File: config.mk
export PLATFORM = sky130hd
export DESIGN_NAME = ring_gather_engine_flat
export DESIGN_NICKNAME = d
export VERILOG_FILES = /design/src/rtl/ring_noc_pkg.sv /design/src/rtl/ring_gather_engine_if.sv /design/src/rtl/ring_route_calc.sv /design/src/rtl/ring_gather_engine.sv /design/src/flat_wrapper.sv
export SDC_FILE = /design/constraint.sdc
export NUM_CORES = 1
export LEC_CHECK = 0
export ABC_AREA = 1
export CAP_MARGIN = 20
export CORE_AREA = 5 5 183 185
export DETAILED_ROUTE_END_ITERATION = 8
export DIE_AREA = 0 0 188 190
export REMOVE_ABC_BUFFERS = 1
export SETUP_SLACK_MARGIN = 0.2
export SYNTH_ARGS = -nofsm -noshare
export SYNTH_HDL_FRONTEND = slang
export SYNTH_SLANG_ARGS = --single-unit
File: constraint.sdc
create_clock -name clk -period 3 [get_ports clk]
set_input_delay 0.45 -clock clk [delete_from_list [all_inputs] [get_ports clk]]
set_output_delay 0.45 -clock clk [all_outputs]
set_load 0.05 [all_outputs]
File: src/rtl/ring_noc_pkg.sv
// ring_noc_pkg: packet field layout, ring direction codes, engine FSM states and the hop-mask helper
package ring_noc_pkg;
  localparam int VC_BIT = 63;
  localparam int DIR_BIT = 62;
  localparam int RES_LSB = 56;
  localparam int RES_W = 6;
  localparam int HOP_LSB = 48;
  localparam int HOP_W = 8;
  localparam int SRC_LSB = 32;
  localparam int SRC_W = 16;
  localparam int PAYLOAD_LSB = 0;
  localparam int PAYLOAD_W = 32;
  localparam logic DIR_CW = 1'b0;
  localparam logic DIR_CCW = 1'b1;
  typedef enum logic [2:0] {ST_IDLE, ST_PHASE, ST_WAIT_SLOT, ST_SEND, ST_NEXT, ST_DONE} state_e;
  function automatic logic [7:0] hop_mask(input logic [3:0] hops);
    return 8'((9'd1 << hops) - 9'd1);
  endfunction
endpackage

File: src/rtl/ring_gather_engine_if.sv
// ring_gather_engine_if: router PE-port bundle.
//   polarity/peri/peso/pedo flow router->engine; pesi/pedi/pero flow engine->router.
//   master = engine side, slave = router (or bench) side.
interface ring_gather_engine_if #(parameter int PACKET_SIZE = 64);
  logic polarity, peri, pesi, peso, pero;
  logic [PACKET_SIZE-1:0] pedi, pedo;
  modport master (input polarity, peri, peso, pedo, output pesi, pedi, pero);
  modport slave (output polarity, peri, peso, pedo, input pesi, pedi, pero);
endinterface

File: src/rtl/ring_route_calc.sv
// ring_route_calc: shortest-path route on an n-node bidirectional ring.
//   in: src, dst (node ids), n (ring size 2..16); out: dir (0 = cw), hop (thermometer mask, LSB first).
//   Equal distances break clockwise.
module ring_route_calc
  import ring_noc_pkg::*;
(
  input  logic [3:0] src,
  input  logic [3:0] dst,
  input  logic [4:0] n,
  output logic       dir,
  output logic [7:0] hop
);
  logic [4:0] d;
  logic [3:0] hops;
  always_comb begin
    d = dst >= src ? 5'(dst) - 5'(src) : 5'(dst) + n - 5'(src);
    dir = d > (n >> 1) ? DIR_CCW : DIR_CW;
    hops = 4'(dir == DIR_CCW ? n - d : d);
    hop = hop_mask(hops);
  end
endmodule

File: src/rtl/ring_gather_engine.sv
// ring_gather_engine: per-node gather traffic generator and ejection checker for the ring NoC.
//   clk, reset (async, active low); start pulse arms, stop ends after the current phase.
//   pe (master): injection pesi/pedi gated by peri and polarity slots, ejection peso/pedo with pero.
//   busy/done/phase status; tx/rx/err counters saturate at all-ones.
//   Optional macro RING_GATHER_LATENCY_EN: cycle stamp in src[15:8], lat_max/lat_sum outputs.
module ring_gather_engine
  import ring_noc_pkg::*;
#(
  parameter int   PACKET_SIZE = 64,
  parameter int   NUM_NODES   = 4,
  parameter int   NODE_ID     = 0,
  parameter int   NUM_ROUNDS  = 16,
  parameter logic INJ_POL     = 1'b0,
  parameter int   CNT_W       = 32
)(
  input  logic                 clk,
  input  logic                 reset,
  input  logic                 start,
  input  logic                 stop,
  ring_gather_engine_if.master pe,
  output logic                 busy,
  output logic                 done,
  output logic [5:0]           phase,
  output logic [CNT_W-1:0]     tx_count,
  output logic [CNT_W-1:0]     rx_count,
  output logic [CNT_W-1:0]     err_count
`ifdef RING_GATHER_LATENCY_EN
  ,
  output logic [7:0]           lat_max,
  output logic [CNT_W-1:0]     lat_sum
`endif
);
  localparam logic [CNT_W-1:0] RX_TARGET = CNT_W'((NUM_NODES - 1) * NUM_ROUNDS);
  state_e state_q, state_d;
  logic [5:0] phase_q, phase_d;
  logic [31:0] round_q, round_d;
  logic pesi_q, pesi_d, pero_q, pero_d, busy_q, busy_d, done_q, done_d, stop_q, stop_d;
  logic [PACKET_SIZE-1:0] pedi_q, pedi_d;
  logic [CNT_W-1:0] tx_q, tx_d, rx_q, rx_d, err_q, err_d;
  logic [63:0] pkt;
  logic [7:0] stamp, hop;
  logic [15:0] rx_src, rx_id;
  logic [5:0] rx_res;
  logic [31:0] rx_pay;
  logic dir, slot, send, wrap, last, accept, rx_bad, unused_hdr;
  ring_route_calc u_route (
    .src(4'(NODE_ID)),
    .dst(phase_q[3:0]),
    .n(5'(NUM_NODES)),
    .dir(dir),
    .hop(hop)
  );
  assign rx_src = pe.pedo[SRC_LSB +: SRC_W];
  assign rx_res = pe.pedo[RES_LSB +: RES_W];
  assign rx_pay = pe.pedo[PAYLOAD_LSB +: PAYLOAD_W];
  assign unused_hdr = ^pe.pedo[63:48];
`ifdef RING_GATHER_LATENCY_EN
  logic [7:0] stamp_q, stamp_d, lat, lat_max_q, lat_max_d;
  logic [CNT_W-1:0] lat_sum_q, lat_sum_d;
  logic [CNT_W:0] lat_acc;
  assign stamp = stamp_q;
  // The upper source byte carries the sender's stamp, so only the low byte identifies the node.
  assign rx_id = {8'd0, rx_src[7:0]};
  always_comb begin
    stamp_d = stamp_q + 8'd1;
    lat = stamp_q - rx_src[15:8];
    lat_acc = {1'b0, lat_sum_q} + (CNT_W + 1)'(lat);
    lat_max_d = accept && !rx_bad && lat > lat_max_q ? lat : lat_max_q;
    lat_sum_d = accept && !rx_bad ? (lat_acc[CNT_W] ? '1 : lat_acc[CNT_W-1:0]) : lat_sum_q;
  end
  always_ff @(posedge clk or negedge reset)
    if (!reset) begin
      stamp_q <= '0;
      lat_max_q <= '0;
      lat_sum_q <= '0;
    end else begin
      stamp_q <= stamp_d;
      lat_max_q <= lat_max_d;
      lat_sum_q <= lat_sum_d;
    end
  assign lat_max = lat_max_q;
  assign lat_sum = lat_sum_q;
`else
  assign stamp = 8'd0;
  assign rx_id = rx_src;
`endif
  always_comb begin
    // A slot is taken when polarity is opposite to INJ_POL at the edge, so the registered
    // strobe lands in a cycle whose polarity equals INJ_POL.
    slot = pe.polarity != INJ_POL && pe.peri;
    wrap = phase_q == 6'(NUM_NODES - 1);
    last = NUM_ROUNDS != 0 && wrap && round_q == 32'(NUM_ROUNDS - 1);
    state_d = state_q;
    case (state_q)
      ST_IDLE:      state_d = start ? ST_PHASE : ST_IDLE;
      ST_PHASE:     state_d = phase_q == 6'(NODE_ID) ? ST_NEXT : ST_WAIT_SLOT;
      ST_WAIT_SLOT: state_d = slot ? ST_SEND : ST_WAIT_SLOT;
      ST_SEND:      state_d = ST_NEXT;
      ST_NEXT:      state_d = last || stop_q || stop ? ST_DONE : ST_PHASE;
      default:      state_d = state_q;
    endcase
    send = state_q == ST_WAIT_SLOT && slot;
    pkt = '0;
    pkt[VC_BIT] = INJ_POL;
    pkt[DIR_BIT] = dir;
    pkt[RES_LSB +: RES_W] = phase_q;
    pkt[HOP_LSB +: HOP_W] = hop;
    pkt[SRC_LSB +: SRC_W] = {stamp, 8'(NODE_ID)};
    pkt[PAYLOAD_LSB +: PAYLOAD_W] = 32'(phase_q);
    pesi_d = send;
    pedi_d = send ? PACKET_SIZE'(pkt) : pedi_q;
    pero_d = 1'b1;
    phase_d = state_q == ST_NEXT ? (wrap ? 6'd0 : phase_q + 6'd1) : phase_q;
    round_d = state_q == ST_NEXT && wrap ? round_q + 32'd1 : round_q;
    busy_d = state_d != ST_IDLE && state_d != ST_DONE;
    // Latch stop so a one-cycle pulse is honoured at the end of the phase.
    stop_d = busy_q && (stop_q || stop);
    accept = pe.peso && pero_q;
    rx_bad = rx_pay != 32'(NODE_ID) || rx_res != 6'(NODE_ID) ||
             rx_id >= 16'(NUM_NODES) || rx_id == 16'(NODE_ID);
    tx_d = send ? tx_q + CNT_W'(~&tx_q) : tx_q;
    rx_d = accept ? rx_q + CNT_W'(~&rx_q) : rx_q;
    err_d = accept && rx_bad ? err_q + CNT_W'(~&err_q) : err_q;
    done_d = done_q || (state_q == ST_DONE && (NUM_ROUNDS == 0 || rx_q == RX_TARGET));
  end
  always_ff @(posedge clk or negedge reset)
    if (!reset) begin
      state_q <= ST_IDLE;
      phase_q <= '0;
      round_q <= '0;
      pesi_q <= 1'b0;
      pedi_q <= '0;
      pero_q <= 1'b1;
      busy_q <= 1'b0;
      done_q <= 1'b0;
      stop_q <= 1'b0;
      tx_q <= '0;
      rx_q <= '0;
      err_q <= '0;
    end else begin
      state_q <= state_d;
      phase_q <= phase_d;
      round_q <= round_d;
      pesi_q <= pesi_d;
      pedi_q <= pedi_d;
      pero_q <= pero_d;
      busy_q <= busy_d;
      done_q <= done_d;
      stop_q <= stop_d;
      tx_q <= tx_d;
      rx_q <= rx_d;
      err_q <= err_d;
    end
  assign pe.pesi = pesi_q;
  assign pe.pedi = pedi_q;
  assign pe.pero = pero_q;
  assign busy = busy_q;
  assign done = done_q;
  assign phase = phase_q;
  assign tx_count = tx_q;
  assign rx_count = rx_q;
  assign err_count = err_q;
endmodule

File: src/flat_wrapper.sv
// flat-port wrapper written by rule: the top's interface ports become plain ports
module ring_gather_engine_flat import ring_noc_pkg::*;
#(
  parameter int   PACKET_SIZE = 64,
  parameter int   NUM_NODES   = 4,
  parameter int   NODE_ID     = 0,
  parameter int   NUM_ROUNDS  = 16,
  parameter logic INJ_POL     = 1'b0,
  parameter int   CNT_W       = 32
)
  (clk, reset, start, stop, busy, done, phase, tx_count, rx_count, err_count, pe_polarity, pe_peri, pe_peso, pe_pedo, pe_pesi, pe_pedi, pe_pero);
  ring_gather_engine_if #(.PACKET_SIZE(PACKET_SIZE)) pe_i ();
  input  logic clk;
  input  logic reset;
  input  logic start;
  input  logic stop;
  output logic busy;
  output logic done;
  output logic [5:0] phase;
  output logic [CNT_W-1:0] tx_count;
  output logic [CNT_W-1:0] rx_count;
  output logic [CNT_W-1:0] err_count;
  input wire logic [$bits(pe_i.polarity)-1:0] pe_polarity;
  input wire logic [$bits(pe_i.peri)-1:0] pe_peri;
  input wire logic [$bits(pe_i.peso)-1:0] pe_peso;
  input wire logic [$bits(pe_i.pedo)-1:0] pe_pedo;
  output wire logic [$bits(pe_i.pesi)-1:0] pe_pesi;
  output wire logic [$bits(pe_i.pedi)-1:0] pe_pedi;
  output wire logic [$bits(pe_i.pero)-1:0] pe_pero;
  assign pe_i.polarity = pe_polarity;
  assign pe_i.peri = pe_peri;
  assign pe_i.peso = pe_peso;
  assign pe_i.pedo = pe_pedo;
  assign pe_pesi = pe_i.pesi;
  assign pe_pedi = pe_i.pedi;
  assign pe_pero = pe_i.pero;
  ring_gather_engine #(.PACKET_SIZE(PACKET_SIZE), .NUM_NODES(NUM_NODES), .NODE_ID(NODE_ID), .NUM_ROUNDS(NUM_ROUNDS), .INJ_POL(INJ_POL), .CNT_W(CNT_W)) u_core (.clk(clk), .reset(reset), .start(start), .stop(stop), .pe(pe_i), .busy(busy), .done(done), .phase(phase), .tx_count(tx_count), .rx_count(rx_count), .err_count(err_count));
endmodule
* Word level (Yosys, flattened, before mapping)
Index checks and enable logic that the tools add are counted.
** Word-level totals
- Register bits after elaboration :: 162
- Latch bits :: 0
- RAM bits :: 0
- Bits in read-only memories :: 0
- Input port bits :: 71
- Output and inout bits :: 170
- Word-level logic and storage cells :: 68
- Memories :: 0
** Cells by class
- Add/sub/neg operators :: 8
- Multiply operators :: 0
- Div/mod/pow operators :: 0
- Order comparisons :: 3
- Equality and inequality tests :: 9
- Shift operators :: 1
- Multiplexer cells :: 9
- Bitwise operators :: 0
- Reductions and logical operators :: 27
** Operators by type and width (count)
- $add 32x1->32 :: 3
- $reduce_and 32->1 :: 3
- $add 32x1->32 const B :: 1
- $eq 32x4->1 const B :: 1
- $eq 32x6->1 const B :: 1
- $reduce_bool 32->1 :: 1
- $ge 16x3->1 const B :: 1
- $logic_not 16->1 :: 1
- $pmux 3 s5 :: 1
- $logic_and 1x1->1 :: 8
- $shl 1x4->8 const A :: 1
- $sub 8x1->8 const B :: 1
- $logic_or 1x1->1 :: 7
- $add 6x1->6 const B :: 1
- $eq 3x2->1 const B :: 2
- $eq 3x3->1 const B :: 2
- $eq 6x2->1 const B :: 1
- $logic_not 6->1 :: 1
- $mux 3 :: 2
- $mux 6 :: 1
- $reduce_bool 6->1 :: 1
- $add 4x3->5 const B :: 1
- $gt 5x2->1 const B :: 1
- $mux 5 :: 1
- other kinds (9) :: 13

* Depth between registers and ports, before layout
Gate-level depths: netlist (run 1).
- Depth in word-level cells :: 8
- Gate-level depth with buffers :: 18
- Gate-level depth less buffers :: 18

* Cells and area by module
Synthesis (run 1) repeated with hierarchy kept, for this count alone.
** Second synthesis, totals
- Cells, all modules :: 1567
- Area, all modules :: 10832.9 um^2
** By module, submodules not included
- ring_gather_engine :: instances 1, cells an instance 1409, area each 9808.2 um^2, seq. area each 3903.7 um^2
- ring_route_calc :: instances 1, cells an instance 158, area each 1024.7 um^2, seq. area each 0.0 um^2

* Worst setup path after synthesis (run 1)
OpenSTA, ideal clock, no wires.
- Path kind :: reg2reg
- From :: register u_core.rx_q[15], in the netlist u_core.rx_count[15]
- To :: register u_core.rx_q[30], in the netlist u_core.rx_count[30]
- Setup time :: 146 ps
- Arrival time :: 2484 ps
- Data required time :: 2854 ps
- Path slack :: 370 ps
- Cell stages (with the launch flop) :: 17
- Buffers on the path :: 0
- Period minus slack after synthesis :: 2630 ps
- Cell sequence :: dfrtp_1 > nand2_1 > nor3_1 > inv_1 > nor2_1 > inv_1 > nor3_1 > nand4_1 > ha_1 > ha_1 > nand2_1 > nor2_2 > nand4_2 > nor2_1 > nand4_1 > nor2_1 > xor2_1
** Between the ends
- Cells in the longest elaborated chain, start to end :: 3
** Ends and longest elaborated chain
- start, declared :: RTL line ring_gather_engine.sv:39 : logic [CNT_W-1:0] tx_q, tx_d, rx_q, rx_d, err_q, err_d;
- start signal, assigned :: RTL line ring_gather_engine.sv:151 : rx_q <= rx_d;
- $reduce_and 32->1 :: RTL line ring_gather_engine.sv:122 : rx_d = accept ? rx_q + CNT_W'(~&rx_q) : rx_q;
- $logic_not 1->1 :: RTL line ring_gather_engine.sv:122
- $add 32x1->32 * :: RTL line ring_gather_engine.sv:122
Every way passes the cells marked *; elsewhere a longest branch is shown, timed or not.
A chain may end at the register's enable or synchronous reset.

* Worst setup path after layout (run 1)
- From :: register u_core.rx_q[15], in the netlist u_core.rx_count[15]
- To :: register u_core.rx_q[28], in the netlist u_core.rx_count[28]
Same word-level chain as after synthesis.

==> results of run 1 <==
worst max-delay path by stage:
stage                     slack (ps)  cells past startpoint                 from                   to
final                            470                     16  u_core.rx_count[15]  u_core.rx_count[28]
after detailed placement         370                     16  u_core.rx_count[15]  u_core.rx_count[22]
after global placement           380                     16  u_core.rx_count[15]  u_core.rx_count[30]
after floorplan                  370                     16  u_core.rx_count[15]  u_core.rx_count[30]
after global routing             200                     14   u_core.tx_count[8]  u_core.tx_count[30]
after CTS                        360                     16  u_core.rx_count[15]  u_core.rx_count[22]
through the flow:
| stage | cells | cell area (um2) |
|---|---|---|
| 3_3_place_gp | 1788 | 11600 |
| 4_1_cts | 1821 | 12200 |
| 5_1_grt | 1823 | 12200 |
| 2_1_floorplan | 1182 | 9090 |
| 6_report | 1823 | 12200 |
| 3_5_place_dp | 1788 | 11600 |
critical path, delay by kind of cell (launching register included):
| family | cells | cell delay [ps] |
|---|---|---|
| AND/OR/NAND/NOR | 11 | 1350 |
| flip-flops | 1 | 440 |
| XOR/XNOR | 1 | 160 |
| adder cells (fa/ha/maj) | 2 | 310 |
| buffers and inverters | 2 | 170 |
kinds of logic after synthesis:
kind of cell / count (synthesis)
and+or+nand+nor: 686
adders and majority gates: 13
other: 2
AOI/OAI and AO/OA: 41
DFF: 156
buffers and inverters: 191
xor gates and xnor gates: 118
Yosys cell counts (2+ instances only):
master,count,area (um2)
sky130_fd_sc_hd__xor2_1,85,744
sky130_fd_sc_hd__nand2_2,5,31.3
sky130_fd_sc_hd__nor2_1,140,526
sky130_fd_sc_hd__a21oi_1,3,15.0
sky130_fd_sc_hd__and3b_1,2,17.5
sky130_fd_sc_hd__nor2_4,7,78.8
sky130_fd_sc_hd__conb_1,2,7.51
sky130_fd_sc_hd__nor3_1,51,255
sky130_fd_sc_hd__ha_1,13,163
sky130_fd_sc_hd__buf_4,54,405
sky130_fd_sc_hd__nand4_1,42,263
sky130_fd_sc_hd__dfrtp_1,156,3900
sky130_fd_sc_hd__o21ai_0,28,140
sky130_fd_sc_hd__nor3b_1,2,15.0
sky130_fd_sc_hd__nand3b_1,4,30.0
sky130_fd_sc_hd__nor3_2,5,50.1
sky130_fd_sc_hd__nand3_2,7,70.1
sky130_fd_sc_hd__inv_2,3,11.3
sky130_fd_sc_hd__clkbuf_1,9,33.8
sky130_fd_sc_hd__inv_1,121,454
sky130_fd_sc_hd__nand2_1,307,1150
sky130_fd_sc_hd__a31oi_1,4,25.0
sky130_fd_sc_hd__xnor2_1,33,289
sky130_fd_sc_hd__nand3_1,78,390
sky130_fd_sc_hd__and2_1,2,12.5
sky130_fd_sc_hd__and3_1,2,12.5
sky130_fd_sc_hd__buf_2,3,15.0
sky130_fd_sc_hd__o21ai_1,2,10.0
sky130_fd_sc_hd__nor2_2,4,25.0
sky130_fd_sc_hd__nor4_1,22,138
metal layers:
metal	share of wire, %	vias to the layer above
met1	47	3934
met5	0	-
li1	-	4184
met3	4.8	27
met4	1.1	0
met2	47	225
sequential cells by signal (all words and copies together) (netlist names), 3 cells and up:
register and cells:
u_core.state_q 3, u_core.tx_count 32, u_core.round_q 32, u_core.rx_count 32
u_core.phase 6, u_core.err_count 32, u_core.pe.pedi 15
layout by cell type, fill, tap and decap left out, types with 2 or more instances in the layout:
master / synthesis / final
sky130_fd_sc_hd__a31oi_1: 4 / 4
sky130_fd_sc_hd__o21ai_1: 2 / 2
sky130_fd_sc_hd__xnor2_1: 33 / 33
sky130_fd_sc_hd__nor2_1: 140 / 138
sky130_fd_sc_hd__inv_2: 3 / 4
sky130_fd_sc_hd__clkinv_4: 0 / 3
sky130_fd_sc_hd__clkdlybuf4s50_1: 0 / 185
sky130_fd_sc_hd__nand3_2: 7 / 7
sky130_fd_sc_hd__nor4_1: 22 / 22
sky130_fd_sc_hd__inv_8: 0 / 3
sky130_fd_sc_hd__dfrtp_1: 156 / 154
sky130_fd_sc_hd__nand2_2: 5 / 5
sky130_fd_sc_hd__and3_1: 2 / 2
sky130_fd_sc_hd__nor2_4: 7 / 8
sky130_fd_sc_hd__nor3_2: 5 / 7
sky130_fd_sc_hd__nand4_1: 42 / 42
sky130_fd_sc_hd__nor3b_1: 2 / 2
sky130_fd_sc_hd__inv_1: 121 / 120
sky130_fd_sc_hd__a21oi_1: 3 / 3
sky130_fd_sc_hd__conb_1: 2 / 44
sky130_fd_sc_hd__clkbuf_16: 0 / 17
sky130_fd_sc_hd__inv_6: 0 / 6
sky130_fd_sc_hd__nand3b_1: 4 / 4
sky130_fd_sc_hd__ha_1: 13 / 13
sky130_fd_sc_hd__and3b_1: 2 / 2
sky130_fd_sc_hd__nand3_1: 78 / 78
sky130_fd_sc_hd__nand2_1: 307 / 307
sky130_fd_sc_hd__buf_4: 54 / 13
sky130_fd_sc_hd__xor2_1: 85 / 85
sky130_fd_sc_hd__nor3_1: 51 / 49
sky130_fd_sc_hd__o21ai_0: 28 / 28
sky130_fd_sc_hd__and2_1: 2 / 2
sky130_fd_sc_hd__nor2_2: 4 / 5
sky130_fd_sc_hd__dfrtp_2: 0 / 2
sky130_fd_sc_hd__nand4_4: 1 / 2
area by class of cell:
class | instances | area [um2] | area share (%)
Sequential cell | 156 | 3910 | 32.0
Multi-Input combinational cell | 902 | 4750 | 38.9
Clock buffer | 17 | 425 | 3.49
Clock inverter | 15 | 155 | 1.27
Tap cell | 408 | 510 | 4.18
Timing Repair Buffer | 201 | 1990 | 16.3
Inverter | 124 | 465 | 3.81
repair_timing:
| action | 4_1_cts | 5_1_grt |
|---|---|---|
| setup buffers | 0 | 2 |
| resized for setup | 0 | 9 |
| hold endpoints to repair | 50 | 0 |
| hold buffers | 1 | 0 |
| endpoints found under the setup margin | 0 | 17 |
power by group through the flow:
stage	sequential, mW	combinational (mW)	clock (mW)
after CTS	2.45	1.79	2.25
after global routing	2.47	1.96	2.34
after floorplan	2.84	0.806	0
after global placement	2.48	1.77	0
after detailed placement	2.48	1.77	0
final	2.45	1.78	2.18
==> run metrics, run 1 <==
post-route antenna net violation count=0; die width=~190 um; number of standard cells after synthesis=1,207; count of final max-slew check failures=0; TritonCTS Sinks=roughly 160; cell mode on critical path=sky130_fd_sc_hd__nor3_2; count of endpoints failing hold in the final timing report=0; number of levels the H-tree was split into=4; Starting DRT DRC Count=545; RD Place Congestion=0.891; kind of capture point of the worst setup path=flip-flop; Port-buffer cells=between 150 and 200; sequential fraction of design power=roughly two fifths; post-route total power=about 6.4 mW; Cell Area, Synth=roughly 9400 um2; clk_lat worst skew=~430 ps; CP max-delay cell=sky130_fd_sc_hd__dfrtp_2; Max Fanout on Critical Path=5; TritonCTS clock tree=built; Hold Path Class=flip-flop to flip-flop; initial antenna violation count=0; vias per std cell=4.59; Max transition margin=between 50% and 60%; ys async rst share=100%; cell internal power dissipation=a little under 4 mW; maximum clock skew at final layout=around 16 ps; Power Density=approximately 530 nW/um2; number of enable flip-flop cells after synthesis=0; DRC errors left=0; DP Wirelength=between 20,000 and 25,000 um; Unique masters post-synth=between 40 and 50; required time reported for the critical path endpoint=about 3400 ps; final worst path period share=roughly 84%; CP arrival=between 2000 and 3000 ps; met2 track demand over resource=between 20% and 30%; worst-case vdd ir drop=between 300 and 400 uV; critical path launch point type=flip-flop; kind of critical path=flip-flop to flip-flop; number of diodes added for antenna fixing=0; total routed wirelength=roughly 26,000 um; met1 track utilization from global routing=19.6%; combinational family with the most area after synthesis=simple AND/OR/NAND/NOR gates; multiplexer share of the synthesized area=0%; count of final setup violators=0; Starting Density=between 20% and 30%; Leakage=roughly 5.5 nW; Longest Clk Path Bufs=2; global-route wire length before repair=about 43,000 um; maximum number of pins on one net before global-route repair=54; Sw Pwr=between 2 and 2.5 mW; Achievable Freq=between 300 and 400 MHz; worst slack at placement=~370 ps; source of the worst hold timing path=u_core.round_q[31]; fraction of the core area covered by cells at the end of the flow=38.3%; io pins=roughly 240; fillers=~3,300; Synth-to-Final Area Change=29.9%; min cycle time layout=between 2000 and 3000 ps; global routing usage summed across all routing layers=14.4%; TNS Setup=0 ps; vias after detailed routing=~8,400; end point of the most critical hold path=u_core.round_q[31]; busiest grt layer=met2; synthesized-area fraction occupied by ao, oa, aoi and oai cells=2.33%; final-stage net count=between 1,000 and 1,500; routed wirelength normalized by instance count=roughly 14 um; clk slew on worst S/H paths=about 80 ps; CTS root buffer=sky130_fd_sc_hd__clkbuf_16; total number of yosys warnings=0; Final Worst Setup Slack=about 470 ps; terminus of the critical flop-to-flop path=u_core.rx_count[28]; WHS Path Cells=1; met3 routing resource usage after global routing=a little under 3%; depth of the worst register-to-register path=16; DIE HEIGHT=~190 um; area fraction in and, or, nand and nor cells after synthesis=approximately 33%; Reg2Reg Launch Point=u_core.rx_count[15]; run status=complete, no violations; Post-synth top flop=sky130_fd_sc_hd__dfrtp_1; clock share of power=34.1%; global route overflow=0; delay of the slowest cell on the worst path=440 ps; maxcap violations=0; fraction of the mapped netlist area in adder cells=between 1.5 and 2%; Die Area=35,700 um2; synthesis-stage register bit count=approximately 160; worst hold slack=about 480 ps; unrepaired setup endpoints after global routing=false; detailed-router iteration count before antenna repair=5; number of clock buffers inserted by TritonCTS=17; Synth Area in XOR/XNOR=a little over a tenth; Avg Synthesized Cell Area=~7.8 um2; Seq/Total Area, Yosys=41.5%; slack of the worst reg-to-reg path=470 ps; sequence of cells on the critical path=nand2_1 -> nor3_2 -> inv_1 -> nor2_2 -> inv_1 -> nor3_2 -> nand4_1 -> ha_1 -> ha_1 -> nand2_1 -> nor2_4 -> nand4_4 -> nor3_4 -> nand2_2 -> nor3_2 -> xor2_1; switching power as a share of total power=around 38%; share of total power in combinational logic=around 28%; placeable core region=31,900 um2; proportion of layout cells with a drive suffix above 1=6.36%; slew at the pin with the worst max-slew slack=685 ps; via count of the first global-routing pass=8,226; Std-Cell Rows=66
Note: power is estimated with default switching activity, not from simulation.
==> run 2, diff against run 1 <==
- clock period: 3 -> 2.45 ns (I/O delays scaled with it)
==> run 2 against run 1 <==
  * Clock skew shrank 5.7 ps
  * Cell count increased by 5.6%
  * Die area stayed put
  * Clock power increased by 37%
  * Largest cell class unchanged
==> run metrics, run 2 (synthesis results as in run 1) <==
number of diodes added for antenna fixing=0 (unchanged); TritonCTS Sinks=156 (unchanged); DRC errors left=0 (unchanged); vias after detailed routing=8,811 (was 8,370); Starting DRT DRC Count=454 (was 545); CP max-delay cell=sky130_fd_sc_hd__dfrtp_1 (was sky130_fd_sc_hd__dfrtp_2); Std-Cell Rows=66 (unchanged); share of total power in combinational logic=30.2% (was 27.7%); depth of the worst register-to-register path=16 (unchanged); Starting Density=29.5% (unchanged); io pins=241 (unchanged); Hold Path Class=input port to asynchronous set/reset pin (was flip-flop to flip-flop); run status=complete, no violations (unchanged); global routing usage summed across all routing layers=15.2% (was 14.4%); Reg2Reg Launch Point=u_core.rx_count[16] (was u_core.rx_count[15]); final worst path period share=93.5% (was 84.3%); fraction of the core area covered by cells at the end of the flow=41.9% (was 38.3%); detailed-router iteration count before antenna repair=5 (unchanged); cell family contributing the most delay on the critical path=simple AND/OR/NAND/NOR gates (unchanged); RD Place Congestion=0.880 (was 0.891); global route overflow=0 (unchanged); slew at the pin with the worst max-slew slack=623 ps (was 685 ps); number of clock buffers inserted by TritonCTS=17 (unchanged); vias per std cell=4.58 (was 4.59); delay of the slowest cell on the worst path=390 ps (was 440 ps); final-stage net count=1,589 (was 1,486); Inst Count DP=1,864 (was 1,788); Power Density=629 nW/um2 (was 525 nW/um2); total routed wirelength=27,900 um (was 25,900 um); slack of the worst reg-to-reg path=160 ps (was 470 ps); Sw Pwr=3.00 mW (was 2.43 mW); post-route antenna net violation count=0 (unchanged); clock share of power=35.4% (was 34.1%); DIE HEIGHT=190 um (unchanged); worst-case vdd ir drop=452 uV (was 332 uV); most frequent cells in the layout=293 x sky130_fd_sc_hd__nand2_1, 183 x sky130_fd_sc_hd__clkdlybuf4s50_1, 155 x sky130_fd_sc_hd__dfrtp_1, 127 x sky130_fd_sc_hd__nor2_1, 112 x sky130_fd_sc_hd__buf_4 (was 307 x sky130_fd_sc_hd__nand2_1, 185 x sky130_fd_sc_hd__clkdlybuf4s50_1, 154 x sky130_fd_sc_hd__dfrtp_1, 138 x sky130_fd_sc_hd__nor2_1, 120 x sky130_fd_sc_hd__inv_1); kind of capture point of the worst setup path=flip-flop (unchanged); Synth-to-Final Area Change=42.1% (was 29.9%); Leakage=6.16 nW (was 5.48 nW); via count of the first global-routing pass=8,832 (was 8,226); critical path launch point type=flip-flop (unchanged); proportion of layout cells with a drive suffix above 1=15.8% (was 6.36%); clk_lat worst skew=450 ps (was 430 ps); Final Worst Setup Slack=158 ps (was 470 ps); Achievable Freq=436 MHz (was 395 MHz); Max Fanout on Critical Path=3 (was 5); TritonCTS clock tree=built (unchanged); maximum clock skew at final layout=10.2 ps (was 15.9 ps); cell internal power dissipation=5.40 mW (was 3.97 mW); cell mode on critical path=sky130_fd_sc_hd__nor3_4 (was sky130_fd_sc_hd__nor3_2); sequence of cells on the critical path=nand2_2 -> nor3_4 -> inv_2 -> nor2_2 -> inv_1 -> nor3_2 -> nand4_1 -> ha_2 -> ha_4 -> nand2_4 -> nor2_4 -> nand4_4 -> nor3_4 -> nand2_2 -> nor3_4 -> xor2_1 (was nand2_1 -> nor3_2 -> inv_1 -> nor2_2 -> inv_1 -> nor3_2 -> nand4_1 -> ha_1 -> ha_1 -> nand2_1 -> nor2_4 -> nand4_4 -> nor3_4 -> nand2_2 -> nor3_2 -> xor2_1); terminus of the critical flop-to-flop path=u_core.rx_count[28] (unchanged); maxcap violations=0 (unchanged); routed wirelength normalized by instance count=14.5 um (was 14.2 um); kind of critical path=flip-flop to flip-flop (unchanged); sequential fraction of design power=34.4% (was 38.2%); leading cell type in the layout, fill and taps excluded=sky130_fd_sc_hd__nand2_1 (unchanged); count of final setup violators=0 (unchanged); Longest Clk Path Bufs=2 (unchanged); count of final max-slew check failures=0 (unchanged); global-route wire length before repair=44,700 um (was 42,600 um); initial antenna violation count=0 (unchanged); required time reported for the critical path endpoint=2810 ps (was 3350 ps); DP Wirelength=21,300 um (was 20,100 um); number of levels the H-tree was split into=4 (unchanged); CP arrival=2650 ps (was 2880 ps); post-placement cell area=12,200 um2 (was 11,600 um2); clk slew on worst S/H paths=70 ps (was 80 ps); placeable core region=31,900 um2 (unchanged); die width=188 um (unchanged); post-route standard cell area excluding fillers=13,400 um2 (was 12,200 um2); min cycle time layout=2290 ps (was 2530 ps); buffer and inverter count on the worst path=2 (unchanged); switching power as a share of total power=35.7% (was 38.0%); CTS root buffer=sky130_fd_sc_hd__clkbuf_16 (unchanged); worst slack at placement=54.3 ps (was 375 ps); Port-buffer cells=186 (unchanged); TNS Setup=0 ps (unchanged); count of endpoints failing hold in the final timing report=0 (unchanged); unrepaired setup endpoints after global routing=true (was false); post-layout instance count excluding filler cells=1,925 (was 1,823); Die Area=35,700 um2 (unchanged); Max transition margin=58.4% (was 54.0%); maximum number of pins on one net before global-route repair=49 (was 54)
run 2: changes by cell type in the layout (fill, tap and decap cells not counted), sizes merged:
cell,previous run,this run
clkinv,4,3
dlygate4sd2,0,1
clkdlybuf4s50,185,183
inv,133,127
clkbuf,17,18
buf,15,118
bufinv,1,5
clkinvlp,1,2
dlymetal6s2s,0,1
run 2: area by class of cell:
class	count	area [um2]
Clock buffer	18	429
Clock inverter	13	214
Fill cell	3205	18500
Inverter	124	465
Multi-Input combinational cell	902	5030
Sequential cell	156	3910
Tap cell	408	510
Timing Repair Buffer	304	2800
run 2: how the worst max path moves through the flow:
stage	start	endpoint	slack, ps	cells after the start
after global placement	u_core.rx_count[17]	u_core.rx_count[30]	60	16
final	u_core.rx_count[16]	u_core.rx_count[28]	160	16
after global routing	u_core.rx_count[16]	u_core.rx_count[29]	3	18
after CTS	u_core.rx_count[15]	u_core.rx_count[29]	120	18
after detailed placement	u_core.rx_count[17]	u_core.rx_count[30]	50	16
after floorplan	u_core.rx_count[15]	u_core.rx_count[30]	-180	16
run 2: per-stage QoR:
stage	hold slack [ps]	total power, mW
6_report	418	8.40
3_5_place_dp	346	5.39
4_1_cts	444	8.40
5_1_grt	480	8.81
2_1_floorplan	71.9	4.46
3_3_place_gp	338	5.36
run 2: routing by layer:
metal	part of all wire [%]	global-route usage [%]	vias to the layer above	wire length [um]
met2	49	25.6	206	13700
met3	4.3	3.03	28	1200
li1	-	-	4388	-
met5	0	0	-	0
met1	45	19.9	4189	12600
met4	1.3	4.29	0	370
run 2: what timing repair did:
| action | 4_1_cts | 5_1_grt |
|---|---|---|
| setup endpoints to repair | 29 | 63 |
| endpoints found under the hold margin | 44 | 0 |
| hold buffers | 1 | 0 |
| gates resized for setup | 22 | 64 |
| setup buffers | 6 | 23 |
| pin swaps | 4 | 18 |
run 2: worst reg2reg max path, cell delays in order, from the launching register on:
cell and delay, ps:
sky130_fd_sc_hd__dfrtp_1 390, sky130_fd_sc_hd__nand2_2 110, sky130_fd_sc_hd__nor3_4 50, sky130_fd_sc_hd__inv_2 60, sky130_fd_sc_hd__nor2_2 40, sky130_fd_sc_hd__inv_1 80
sky130_fd_sc_hd__nor3_2 40, sky130_fd_sc_hd__nand4_1 90, sky130_fd_sc_hd__ha_2 210, sky130_fd_sc_hd__ha_4 140, sky130_fd_sc_hd__nand2_4 50, sky130_fd_sc_hd__nor2_4 150
sky130_fd_sc_hd__nand4_4 120, sky130_fd_sc_hd__nor3_4 200, sky130_fd_sc_hd__nand2_2 140, sky130_fd_sc_hd__nor3_4 190, sky130_fd_sc_hd__xor2_1 160
run 2: power groups by stage:
stage | combinational (mW) | clock, mW | sequential [mW]
after floorplan | 0.988 | 0 | 3.47
after global placement | 2.44 | 0 | 2.92
after detailed placement | 2.46 | 0 | 2.93
after CTS | 2.48 | 3.04 | 2.88
after global routing | 2.78 | 3.12 | 2.92
final | 2.54 | 2.98 | 2.89
